`config.mk`:
```
export PLATFORM = sky130hd
export DESIGN_NAME = fetch_stage_flat
export DESIGN_NICKNAME = d
export VERILOG_FILES = /design/src/rtl/fetch_stage_if.sv /design/src/rtl/fetch_stage.sv /design/src/flat_wrapper.sv
export SDC_FILE = /design/constraint.sdc
export NUM_CORES = 1
export LEC_CHECK = 0
export ABC_AREA = 1
export BUFFER_PORTS_ARGS = -buffer_cell sky130_fd_sc_hd__buf_2
export CAP_MARGIN = 10
export CORE_MARGIN = 2
export CORE_UTILIZATION = 53
export DETAILED_ROUTE_END_ITERATION = 10
export MAX_ROUTING_LAYER = met4
export PLACE_DENSITY_LB_ADDON = 0.1
export SLEW_MARGIN = 0
export SYNTH_ARGS = -nofsm -noshare
export SYNTH_HDL_FRONTEND = slang
export SYNTH_SLANG_ARGS = --single-unit
```
`constraint.sdc`:
```
create_clock -name clk -period 5.2 [get_ports clk]
set_clock_uncertainty 0.1 [all_clocks]
set_input_delay 1.04 -clock clk [delete_from_list [all_inputs] [get_ports clk]]
set_output_delay 1.04 -clock clk [all_outputs]
set_load 0.01 [all_outputs]
```
`src/rtl/fetch_stage_if.sv`:
```
// Instruction-memory request/response channel between fetch_stage (master) and imem (slave).
// One request is outstanding at a time; imem_valid returns 1..N cycles after imem_req.
interface fetch_stage_if #(
    parameter int ADDR_W = 32,
    parameter int DATA_W = 32
);
    logic              imem_req;
    logic [ADDR_W-1:0] imem_addr;
    logic [DATA_W-1:0] imem_rdata;
    logic              imem_valid;

    modport master (
        output imem_req,
        output imem_addr,
        input  imem_rdata,
        input  imem_valid
    );

    modport slave (
        input  imem_req,
        input  imem_addr,
        output imem_rdata,
        output imem_valid
    );
endinterface

```
`src/rtl/fetch_stage.sv`:
```
// Instruction fetch stage with IF/ID register: one imem request at a time, a one-deep hold
// buffer for words returning under stall, and a PC-register enable pulsed per accepted word.
module fetch_stage #(
    parameter int DATA_W  = 32,
    parameter int ADDR_W  = 32,
    parameter int TIMEOUT = 15
) (
    input  logic              clk,
    input  logic              reset,
    input  logic              start,
    input  logic [ADDR_W-1:0] PCNext,
    input  logic              stall,
    input  logic              flush,
    fetch_stage_if.master     imem,
    output logic              PCEn,
    output logic [DATA_W-1:0] InstrD,
    output logic [ADDR_W-1:0] PCD,
    output logic              ValidD,
    output logic [3:0]        IdD,
    output logic [17:0]       ImmD,
    output logic              fetch_err
);

    localparam int CNT_W = (TIMEOUT < 1) ? 1 : $clog2(TIMEOUT + 1);
    localparam logic [CNT_W-1:0] TMO = CNT_W'(TIMEOUT);

    typedef enum logic [1:0] {IDLE, FETCH, WAIT, HOLD} state_e;

    state_e            state_q, state_d;
    logic              drop_q, drop_d;
    logic [ADDR_W-1:0] tag_q, tag_d;
    logic [DATA_W-1:0] hold_instr_q, hold_instr_d;
    logic [ADDR_W-1:0] hold_pc_q, hold_pc_d;
    logic [CNT_W-1:0]  cnt_q, cnt_d;
    logic              err_q, err_d;
    logic              req_q, req_d;
    logic [ADDR_W-1:0] addr_q, addr_d;
    logic [DATA_W-1:0] instr_q, instr_d;
    logic [ADDR_W-1:0] pcd_q, pcd_d;
    logic              valid_q, valid_d;
    logic              load_mem, load_hold;

    always_comb begin
        state_d      = state_q;
        drop_d       = drop_q;
        tag_d        = tag_q;
        hold_instr_d = hold_instr_q;
        hold_pc_d    = hold_pc_q;
        cnt_d        = cnt_q;
        err_d        = err_q;
        req_d        = 1'b0;
        addr_d       = addr_q;
        load_mem     = 1'b0;
        load_hold    = 1'b0;

        case (state_q)
            IDLE: begin
                if (start) state_d = FETCH;
            end
            FETCH: begin
                if (!start) begin
                    state_d = IDLE;
                end else begin
                    req_d   = 1'b1;
                    addr_d  = PCNext;
                    tag_d   = PCNext;
                    cnt_d   = '0;
                    state_d = WAIT;
                end
            end
            WAIT: begin
                if (cnt_q < TMO) cnt_d = cnt_q + 1'b1;
                if (TIMEOUT != 0 && cnt_d == TMO) err_d = 1'b1;
                if (imem.imem_valid) begin
                    state_d = FETCH;
                    if (drop_q || flush) begin
                        // Response belongs to a redirected-away PC: discard it.
                        drop_d = 1'b0;
                    end else if (!valid_q || !stall) begin
                        load_mem = 1'b1;
                    end else begin
                        hold_instr_d = imem.imem_rdata;
                        hold_pc_d    = tag_q;
                        state_d      = HOLD;
                    end
                end else if (flush) begin
                    drop_d = 1'b1;
                end
            end
            HOLD: begin
                if (flush) begin
                    hold_instr_d = '0;
                    hold_pc_d    = '0;
                    state_d      = FETCH;
                end else if (!stall) begin
                    load_hold = 1'b1;
                    state_d   = FETCH;
                end
            end
            default: state_d = IDLE;
        endcase
    end

    // IF/ID register: flush beats everything, a load beats consumption.
    always_comb begin
        instr_d = instr_q;
        pcd_d   = pcd_q;
        valid_d = valid_q;
        if (flush) begin
            valid_d = 1'b0;
        end else if (load_mem) begin
            instr_d = imem.imem_rdata;
            pcd_d   = tag_q;
            valid_d = 1'b1;
        end else if (load_hold) begin
            instr_d = hold_instr_q;
            pcd_d   = hold_pc_q;
            valid_d = 1'b1;
        end else if (!stall) begin
            valid_d = 1'b0;
        end
    end

    always_ff @(posedge clk or negedge reset) begin
        if (!reset) begin
            state_q      <= IDLE;
            drop_q       <= 1'b0;
            tag_q        <= '0;
            hold_instr_q <= '0;
            hold_pc_q    <= '0;
            cnt_q        <= '0;
            err_q        <= 1'b0;
            req_q        <= 1'b0;
            addr_q       <= '0;
            instr_q      <= '0;
            pcd_q        <= '0;
            valid_q      <= 1'b0;
        end else begin
            state_q      <= state_d;
            drop_q       <= drop_d;
            tag_q        <= tag_d;
            hold_instr_q <= hold_instr_d;
            hold_pc_q    <= hold_pc_d;
            cnt_q        <= cnt_d;
            err_q        <= err_d;
            req_q        <= req_d;
            addr_q       <= addr_d;
            instr_q      <= instr_d;
            pcd_q        <= pcd_d;
            valid_q      <= valid_d;
        end
    end

    // PCEn fires in the accepting cycle so the PC register has advanced before the next FETCH samples it.
    assign PCEn           = load_mem | load_hold;
    assign imem.imem_req  = req_q;
    assign imem.imem_addr = addr_q;
    assign InstrD         = instr_q;
    assign PCD            = pcd_q;
    assign ValidD         = valid_q;
    assign IdD            = instr_q[31:28];
    assign ImmD           = instr_q[17:0];
    assign fetch_err      = err_q;

endmodule

```
`src/flat_wrapper.sv`:
```
// flat-port wrapper written by rule: the top's interface ports become plain ports
module fetch_stage_flat 
#(
    parameter int DATA_W  = 32,
    parameter int ADDR_W  = 32,
    parameter int TIMEOUT = 15
)
  (clk, reset, start, PCNext, stall, flush, PCEn, InstrD, PCD, ValidD, IdD, ImmD, fetch_err, imem_imem_req, imem_imem_addr, imem_imem_rdata, imem_imem_valid);
  fetch_stage_if #(.ADDR_W(ADDR_W), .DATA_W(DATA_W)) imem_i ();
  input  logic clk;
  input  logic reset;
  input  logic start;
  input  logic [ADDR_W-1:0] PCNext;
  input  logic stall;
  input  logic flush;
  output logic PCEn;
  output logic [DATA_W-1:0] InstrD;
  output logic [ADDR_W-1:0] PCD;
  output logic ValidD;
  output logic [3:0] IdD;
  output logic [17:0] ImmD;
  output logic fetch_err;
  output wire logic [$bits(imem_i.imem_req)-1:0] imem_imem_req;
  output wire logic [$bits(imem_i.imem_addr)-1:0] imem_imem_addr;
  input wire logic [$bits(imem_i.imem_rdata)-1:0] imem_imem_rdata;
  input wire logic [$bits(imem_i.imem_valid)-1:0] imem_imem_valid;
  assign imem_imem_req = imem_i.imem_req;
  assign imem_imem_addr = imem_i.imem_addr;
  assign imem_i.imem_rdata = imem_imem_rdata;
  assign imem_i.imem_valid = imem_imem_valid;
  fetch_stage #(.DATA_W(DATA_W), .ADDR_W(ADDR_W), .TIMEOUT(TIMEOUT)) u_core (.clk(clk), .reset(reset), .start(start), .PCNext(PCNext), .stall(stall), .flush(flush), .imem(imem_i), .PCEn(PCEn), .InstrD(InstrD), .PCD(PCD), .ValidD(ValidD), .IdD(IdD), .ImmD(ImmD), .fetch_err(fetch_err));
endmodule
```
[After elaboration in Yosys (flattened, before gate mapping)]
Cells that the tools add are included.
Operators by class
  add/subtract/negate cells: 1
  order comparisons: 1
  equal/unequal tests: 13
  mux-type cells: 41
  bitwise operators: 2
  reduce and logical (&&, ||, !) cells: 16
Operators by type and width (number)
  two-way mux 32 bit: 11
  one-hot mux 32 bit (2 select lines): 2
  two-way mux 1 bit: 16
  two-way mux 2 bit: 7
  two-way mux 4 bit: 3
  inequality test 2 bit (second input constant): 6
  one-hot mux 2 bit (4 select lines): 1
  one-hot mux 4 bit (2 select lines): 1
  AND reduction 2 bit: 4
  nonzero test 2 bit: 4
  AND reduction 3 bit: 2
  AND reduction 5 bit: 1
  adder 4 x 1 -> 4 bit (second input constant): 1
  equality test 2 bit (second input constant): 2
  equality test 4 bit (second input constant): 1
  < comparator 4 bit (second input constant): 1
  inequality test 4 x 1 -> 1 bit (second input constant): 1
  inequality test 3 bit (second input constant): 1
  equality test 2 x 1 -> 1 bit (second input constant): 1
  zero test 1 bit: 2
  zero test 2 bit: 1
  logical OR 1 bit: 2
  inequality test 2 x 1 -> 1 bit (second input constant): 1
  NOT 1 bit: 1
  OR 1 bit: 1
Word-level totals
  register bits: 170
  output and inout port bits: 122
  word-level logic and storage cells: 85

[Depth between registers and ports, before layout]
Gate-level depths: netlist (run 1).
  depth after elaboration: 8
  gate-level depth with buffers: 12

[Least setup slack after synthesis (run 1)]
No wires, ideal clock.
  kind: in2out
  start: input port flush
  end: output port PCEn
  data arrival time: 1582 ps
  data required time: 4060 ps
  path slack: 2478 ps
  stages on the path: 4
  path buffers: 1
  cell sequence: nor2_2 > nand3_1 > nand2_1 > buf_2
Between the ends
  word-level cells in the longest chain between the ends: 5
Ends and longest elaborated chain
  from (decl): RTL line flat_wrapper.sv:15  | input logic flush;
  logical OR 1 bit: RTL line fetch_stage.sv:76  | if (drop_q || flush) begin
  two-way mux 1 bit: RTL line fetch_stage.sv:76
  two-way mux 1 bit: RTL line fetch_stage.sv:74  | if (imem.imem_valid) begin
  two-way mux 1 bit: RTL line fetch_stage.sv:56  | case (state_q)
  OR 1 bit *: RTL line fetch_stage.sv:155  | assign PCEn = load_mem | load_hold;
  to (decl): RTL line flat_wrapper.sv:16  | output logic PCEn;
Every way passes the cells marked *; elsewhere a longest branch is shown, timed or not.

[Worst setup path in the final report (run 1)]
  start: register u_core.state_q[0]
  end: register u_core.instr_q[13] (netlist: u_core.InstrD[13])
Between the ends
  word-level cells in the longest chain between the ends: 4
Ends and longest elaborated chain
  from (decl): RTL line fetch_stage.sv:29  | state_e state_q, state_d;
  from (signal assigned): RTL line fetch_stage.sv:139  | state_q <= state_d;
  equality test 2 bit: RTL line fetch_stage.sv:56
  two-way mux 1 bit: RTL line fetch_stage.sv:56
  nonzero test 2 bit (no source line)
  AND reduction 2 bit (no source line)
  to (signal assigned): RTL line fetch_stage.sv:148  | instr_q <= instr_d;
  to (decl): RTL line fetch_stage.sv:38  | logic [DATA_W-1:0] instr_q, instr_d;
Several ways; a longest one is shown, not always the timed one.
A chain may end at the register's enable or synchronous reset.

==> impl_metrics.yaml, run 1 <==
status:
  status: "completed"
timing:
  setup_tns_ns: 0
  period_needed_ns: 3.83
  clock.fmax_mhz: 261
  slew_headroom_pct: 24.0
  tightestPinTransition_ns: 1.14
  finalHoldViolCount: 0
  rsz0062_at_grt: "false"
  period_share_pct: 73.7
  slew_violations: 0
  finalSetupViolCount: 0
drt:
  via_per_inst: 5.32
  drcViolationCount: 0
  finalWirelength_um: 21900
  dr.pass1.iters: 5
  ant_nets: 0
  vias: 7809
  drt_iter0_markers: 941
  wl_per_cell_um: 14.9
floorplan:
  ioPinCount: 192
  die_area_um2: 17200
  die_width_um: 131
  die_y_um: 131
  initial_core_util_pct: 54.0
  placement_rows: 46
  core_um2: 15900
clocking:
  h-tree-depth: 4
  post_cts_buffers: 0
  clockBufferDepth: 2
  cts_hold_buffers: 0
  root_buffer: "clkbuf_16"
  cts_buffers: 17
  cts_resized: 0
  clkSinkCount: 170
  cts_tree: "done"
  cts.reportedPaths.clkPinSlew_ns: 0.06
  clk_latency_ns: 0.43
cells_and_area:
  final_cells: 1468
  multi_input_comb_area_um2: 3190
  stdcell_area_um2: 9920
  fin_nets: 1314
  antenna_cells: 0
  seqCellArea_um2: 4250
  fillers: 1506
  final_util_pct: 62.5
  area_growth_pct: 15.6
  drive_gt1_share_pct: 19.5
critical_path:
  crit_top_cell: "nand2_1"
  path_buf_inv: 4
  worstSetupPathType: "reg2reg"
  cp.arrival_ns: 4.04
  crit_path_start_kind: "flip-flop"
  cpPeakStageDelay_ns: 0.65
  startpoint: "u_core.state_q[0]"
  timing.rr.end: "u_core.InstrD[13]"
  critical-path-top-delay-family: "buffers and inverters"
  crit_path_top_delay_cell: "inv_2"
  reg2regPathDepth: 10
  r2r-start: "u_core.state_q[0]"
  crit_end: "u_core.InstrD[13]"
  cp_num_cells: 10
  cp_max_fo: 65
  crit_required_ns: 5.41
  end_kind: "flip-flop"
  path_cells: "inv_1 > ha_1 > nand2_1 > inv_2 > nand3_4 > nand2_2 > buf_4 > inv_2 > nand2_1 > nand2_1"
  reg2reg_slack_ns: 1.37
placed_design:
  dp_cells: 1436
  port_buffers: 191
  hpwl_um: 12300
  place_congestion: 0.797
  place_area_um2: 9310
synthesis:
  syn_inst: 1124
  postSynthAreaPerCell_um2: 7.64
  netlist-cell-type-count: 22
  synth_warnings: 0
  synth_seq_cells: 170
  netlist_area_um2: 8590
  ys_seq_area_share_pct: 49.5
  syn_nets: 1199
grt:
  grt_use_total_pct: 27.4
  grt_pass1_wl_um: 37800
  antenna_found_initial: 0
  overflow: 0
  grt_pass1_vias: 7643
  grt_start_max_net_pins: 96
worst_hold_path:
  holdPathStages: 2
  hold_path.class: "reg2reg"
power:
  power_density_nw_per_um2: 584
  leakage_uw: 0.00579
  vdd_drop_max_mv: 0.314
run:
  max-cap-violations: 0
-- final cells by class --
class / count / area share (%)
clock buffer: 25 / 4.99
clock inverter: 7 / 1.13
inverter: 147 / 5.56
multi-input combinational: 701 / 32.2
sequential: 170 / 42.9
tap: 216 / 2.72
timing repair buffer: 202 / 10.5
-- worst min path at each step --
| stage | slack, ns | to | startpoint |
|---|---|---|---|
| after CTS | 0.37 | u_core.hold_pc_q[19] | u_core.hold_pc_q[19] |
| after floorplan | 0.34 | u_core.hold_instr_q[0] | u_core.hold_instr_q[0] |
| after global routing | 0.39 | u_core.hold_instr_q[31] | u_core.hold_instr_q[31] |
| final | 0.37 | u_core.hold_pc_q[5] | u_core.hold_pc_q[5] |
| after global placement | 0.35 | u_core.hold_instr_q[24] | u_core.hold_instr_q[24] |
| after detailed placement | 0.36 | u_core.hold_instr_q[12] | u_core.hold_instr_q[12] |
-- sequential cells by signal, summed over array words and instances (netlist names) --
register and flops:
u_core.hold_instr_q 32, u_core.tag_q 32, u_core.hold_pc_q 32, u_core.drop_q 1, u_core.cnt_q 4, u_core.imem.imem_req 1, u_core.fetch_err 1, u_core.ValidD 1
u_core.PCD 32, u_core.InstrD 32, u_core.state_q 2
-- per-stage QoR --
| stage | total power (uW) | setup WS [ns] | hold slack [ns] |
|---|---|---|---|
| floorplan | 3820 | 2.48 | 0.342 |
| global placement | 4430 | 1.21 | 0.353 |
| detailed placement | 4490 | 1.15 | 0.358 |
| CTS | 5810 | 1.40 | 0.373 |
| global route | 6260 | 1.06 | 0.386 |
| finish | 5790 | 1.37 | 0.370 |
-- cell usage after synthesis, drive strengths merged --
| cell type | number | area [um2] |
|---|---|---|
| a21oi | 3 | 18.8 |
| buf | 88 | 553 |
| clkbuf | 18 | 67.6 |
| dfrtp | 170 | 4250 |
| ha | 5 | 62.6 |
| inv | 147 | 552 |
| nand2 | 375 | 1410 |
| nand3 | 71 | 360 |
| nand4 | 129 | 807 |
| nor2 | 77 | 292 |
| o21a | 1 | 7.51 |
| o21ai | 39 | 195 |
| o22ai | 1 | 6.26 |
-- per-layer routing --
metal / vias up / GRT usage (%) / share of wire [%]
met4: 0 / 8.15 / 1.5
met1: 3694 / 37.8 / 46
met3: 33 / 5.02 / 6.9
met2: 320 / 41.8 / 45
met5: - / - / 0
li1: 3762 / - / -
-- kinds of logic after synthesis --
| group | Yosys count | share of synthesized area, % |
|---|---|---|
| simple gates | 652 | 33.4 |
| fa+ha+maj | 5 | 0.729 |
| compound gates | 44 | 2.65 |
| buf+inv | 253 | 13.7 |
| flops | 170 | 49.5 |
-- worst reg2reg max path, delay by kind of cell (launching register included) --
kind / cells / cell delay [ns]
buf+inv: 4 / 1.50
simple gates: 5 / 1.32
fa+ha+maj: 1 / 0.38
flops: 1 / 0.42
-- cell usage in the layout (no fill, tap or decap) --
cell          n
o21a_2        1
ha_1          4
o21ai_0      37
nand2_1     372
clkbuf_8      4
a21oi_1       2
inv_1       142
a21oi_4       1
clkinvlp_4    1
nand4_1     129
nor2_1       76
bufinv_16     3
buf_2       190
nor2_4        1
nand2_2       3
buf_4        11
nand3_4       1
buf_6         1
clkinv_2      3
inv_2         5
o22ai_1       1
nand3_2       1
ha_2          1
clkbuf_1      4
o21ai_1       2
nand3_1      69
dfrtp_1     170
clkbuf_16    17
-- power breakdown --
group,internal (uW),switching (uW),total (uW)
Combinational,785,1500,2280
Clock,805,503,1310
Sequential,1890,304,2200
Total,3480,2310,5790
Note: power is estimated with default switching activity, not from simulation.
==> run 2: changes to the inputs <==
--- a/config.mk
+++ b/config.mk
@@ -9,7 +9,7 @@
 export BUFFER_PORTS_ARGS = -buffer_cell sky130_fd_sc_hd__buf_2
 export CAP_MARGIN = 10
 export CORE_MARGIN = 2
-export CORE_UTILIZATION = 53
+export CORE_UTILIZATION = 49
 export DETAILED_ROUTE_END_ITERATION = 10
 export MAX_ROUTING_LAYER = met4
 export PLACE_DENSITY_LB_ADDON = 0.1
==> constraint.sdc (replaced) <==
create_clock -name clk -period 3.5 [get_ports clk]
set_clock_uncertainty 0.1 [all_clocks]
set_input_delay 0.7 -clock clk [delete_from_list [all_inputs] [get_ports clk]]
set_output_delay 0.7 -clock clk [all_outputs]
set_load 0.01 [all_outputs]
==> impl_metrics.yaml, run 2 (synthesis results as in run 1) <==
placed_design:
  place_congestion: 0.797
  port_buffers: 191
  place_area_um2: 9400
  dp_cells: 1450
  hpwl_um: 13100
floorplan:
  die_area_um2: 18600
  placement_rows: 48
  core_um2: 17200
  ioPinCount: 192
  initial_core_util_pct: 49.8
  die_y_um: 136
  die_width_um: 136
clocking:
  cts_buffers: 17
  cts_hold_buffers: 0
  post_cts_buffers: 0
  clockBufferDepth: 2
  h-tree-depth: 4
  clkSinkCount: 170
  root_buffer: "clkbuf_16"
  cts_tree: "done"
  cts.reportedPaths.clkPinSlew_ns: 0.07
  cts_resized: 0
  clk_latency_ns: 0.43
critical_path:
  critical-path-top-delay-family: "flip-flops"
  timing.rr.end: "u_core.PCD[7]"
  path_cells: "inv_1 > ha_1 > nand2_1 > inv_2 > nand3_4 > nand2_2 > buf_2"
  reg2reg_slack_ns: 1.03
  end_kind: "primary output"
  cpPeakStageDelay_ns: 0.41
  startpoint: "u_core.state_q[0]"
  cp_max_fo: 8
  path_buf_inv: 3
  r2r-start: "u_core.state_q[0]"
  cp.arrival_ns: 1.90
  crit_path_top_delay_cell: "dfrtp_1"
  worstSetupPathType: "reg2out"
  crit_required_ns: 2.70
  crit_path_start_kind: "flip-flop"
  reg2regPathDepth: 10
drt:
  vias: 7606
  drt_iter0_markers: 681
  drcViolationCount: 0
  via_per_inst: 5.13
  wl_per_cell_um: 15.3
  dr.pass1.iters: 5
  finalWirelength_um: 22700
  ant_nets: 0
worst_hold_path:
  hold_path.class: "in2async"
grt:
  antenna_found_initial: 0
  grt_pass1_vias: 7199
  overflow: 0
  grt_pass1_wl_um: 37100
  grt_start_max_net_pins: 66
  grt_use_met2_pct: 40.8
  top_usage_layer: "met2"
  grt_use_total_pct: 26.1
  use_met1_pct: 35.3
  grt.met3_usage_pct: 4.33
timing:
  setup_tns_ns: 0
  rsz0062_at_grt: "false"
  slew_headroom_pct: 39.1
  period_share_pct: 77.3
  clock.fmax_mhz: 370
  tightestPinTransition_ns: 0.912
  finalSetupViolCount: 0
  finalHoldViolCount: 0
  slew_violations: 0
  period_needed_ns: 2.70
cells_and_area:
  final_cell_mix: "372 x nand2_1, 190 x buf_2, 170 x dfrtp_1"
  layout.cells.most_common: "nand2_1"
  fillers: 1656
  stdcell_area_um2: 10000
  area_growth_pct: 17.0
  fin_nets: 1319
  drive_gt1_share_pct: 20.0
  seqCellArea_um2: 4250
  final_util_pct: 58.3
  final_cells: 1482
  multi_input_comb_area_um2: 3200
  antenna_cells: 0
status:
  status: "completed"
power:
  leakage_uw: 0.00584
  vdd_drop_max_mv: 0.433
  power_density_nw_per_um2: 871
run:
  max-cap-violations: 0
[run 2: changes by cell type in the layout (fill, tap and decap cells not counted)]
cell,change
buf_4,+3
nand3_2,-1
clkinv_2,-1
clkbuf_1,-3
clkinv_4,+3
bufinv_16,+1
nand3_4,+1
buf_12,+2
[run 2: power breakdown]
group / internal [uW] / leakage [uW] / total (uW) / switching, uW
registers: 2810 / 0.00217 / 3270 / 461
clock network: 1270 / 0.000316 / 2070 / 797
logic: 1180 / 0.00336 / 3400 / 2220
total: 5260 / 0.00584 / 8740 / 3480
[run 2: worst reg2reg max path, cell delays in order, from the launching register on]
cell     delay (ns)
dfrtp_1        0.40
inv_1          0.08
ha_1           0.32
nand2_1        0.13
inv_2          0.05
nand3_4        0.05
nand2_2        0.13
inv_2          0.43
buf_4          0.48
nand2_1        0.15
nand2_1        0.08
[run 2: cell type report]
type | instances | share of cell area (%)
Clock buffer | 22 | 4.82
Clock inverter | 10 | 1.63
Inverter | 147 | 5.49
Multi-Input combinational cell | 701 | 31.9
Sequential cell | 170 | 42.4
Tap cell | 225 | 2.80
Timing Repair Buffer | 207 | 11.0
[run 2: metrics by stage]
step	total power, uW	worst slack [ns]	hold slack (ns)
floorplan	5670	1.46	0.304
global placement	6630	0.750	0.344
global route	9450	0.678	0.207
CTS	8810	0.781	0.175
detailed placement	6720	0.687	0.355
finish	8740	0.795	0.162
[run 2: metal layers]
layer  share of wire (%)  wire (um)
met1                  47      10600
met2                  47      10600
met3                 5.1       1150
met4                 1.2        265
met5                   0          0
[run 2: how the worst max path moves through the flow]
stage | end | slack, ns | cells past startpoint
CTS | PCEn | 0.78 | 7
global route | PCEn | 0.68 | 7
finish | PCEn | 0.80 | 7
global placement | u_core.hold_pc_q[7] | 0.75 | 7
floorplan | PCEn | 1.46 | 4
detailed placement | u_core.hold_instr_q[31] | 0.69 | 7
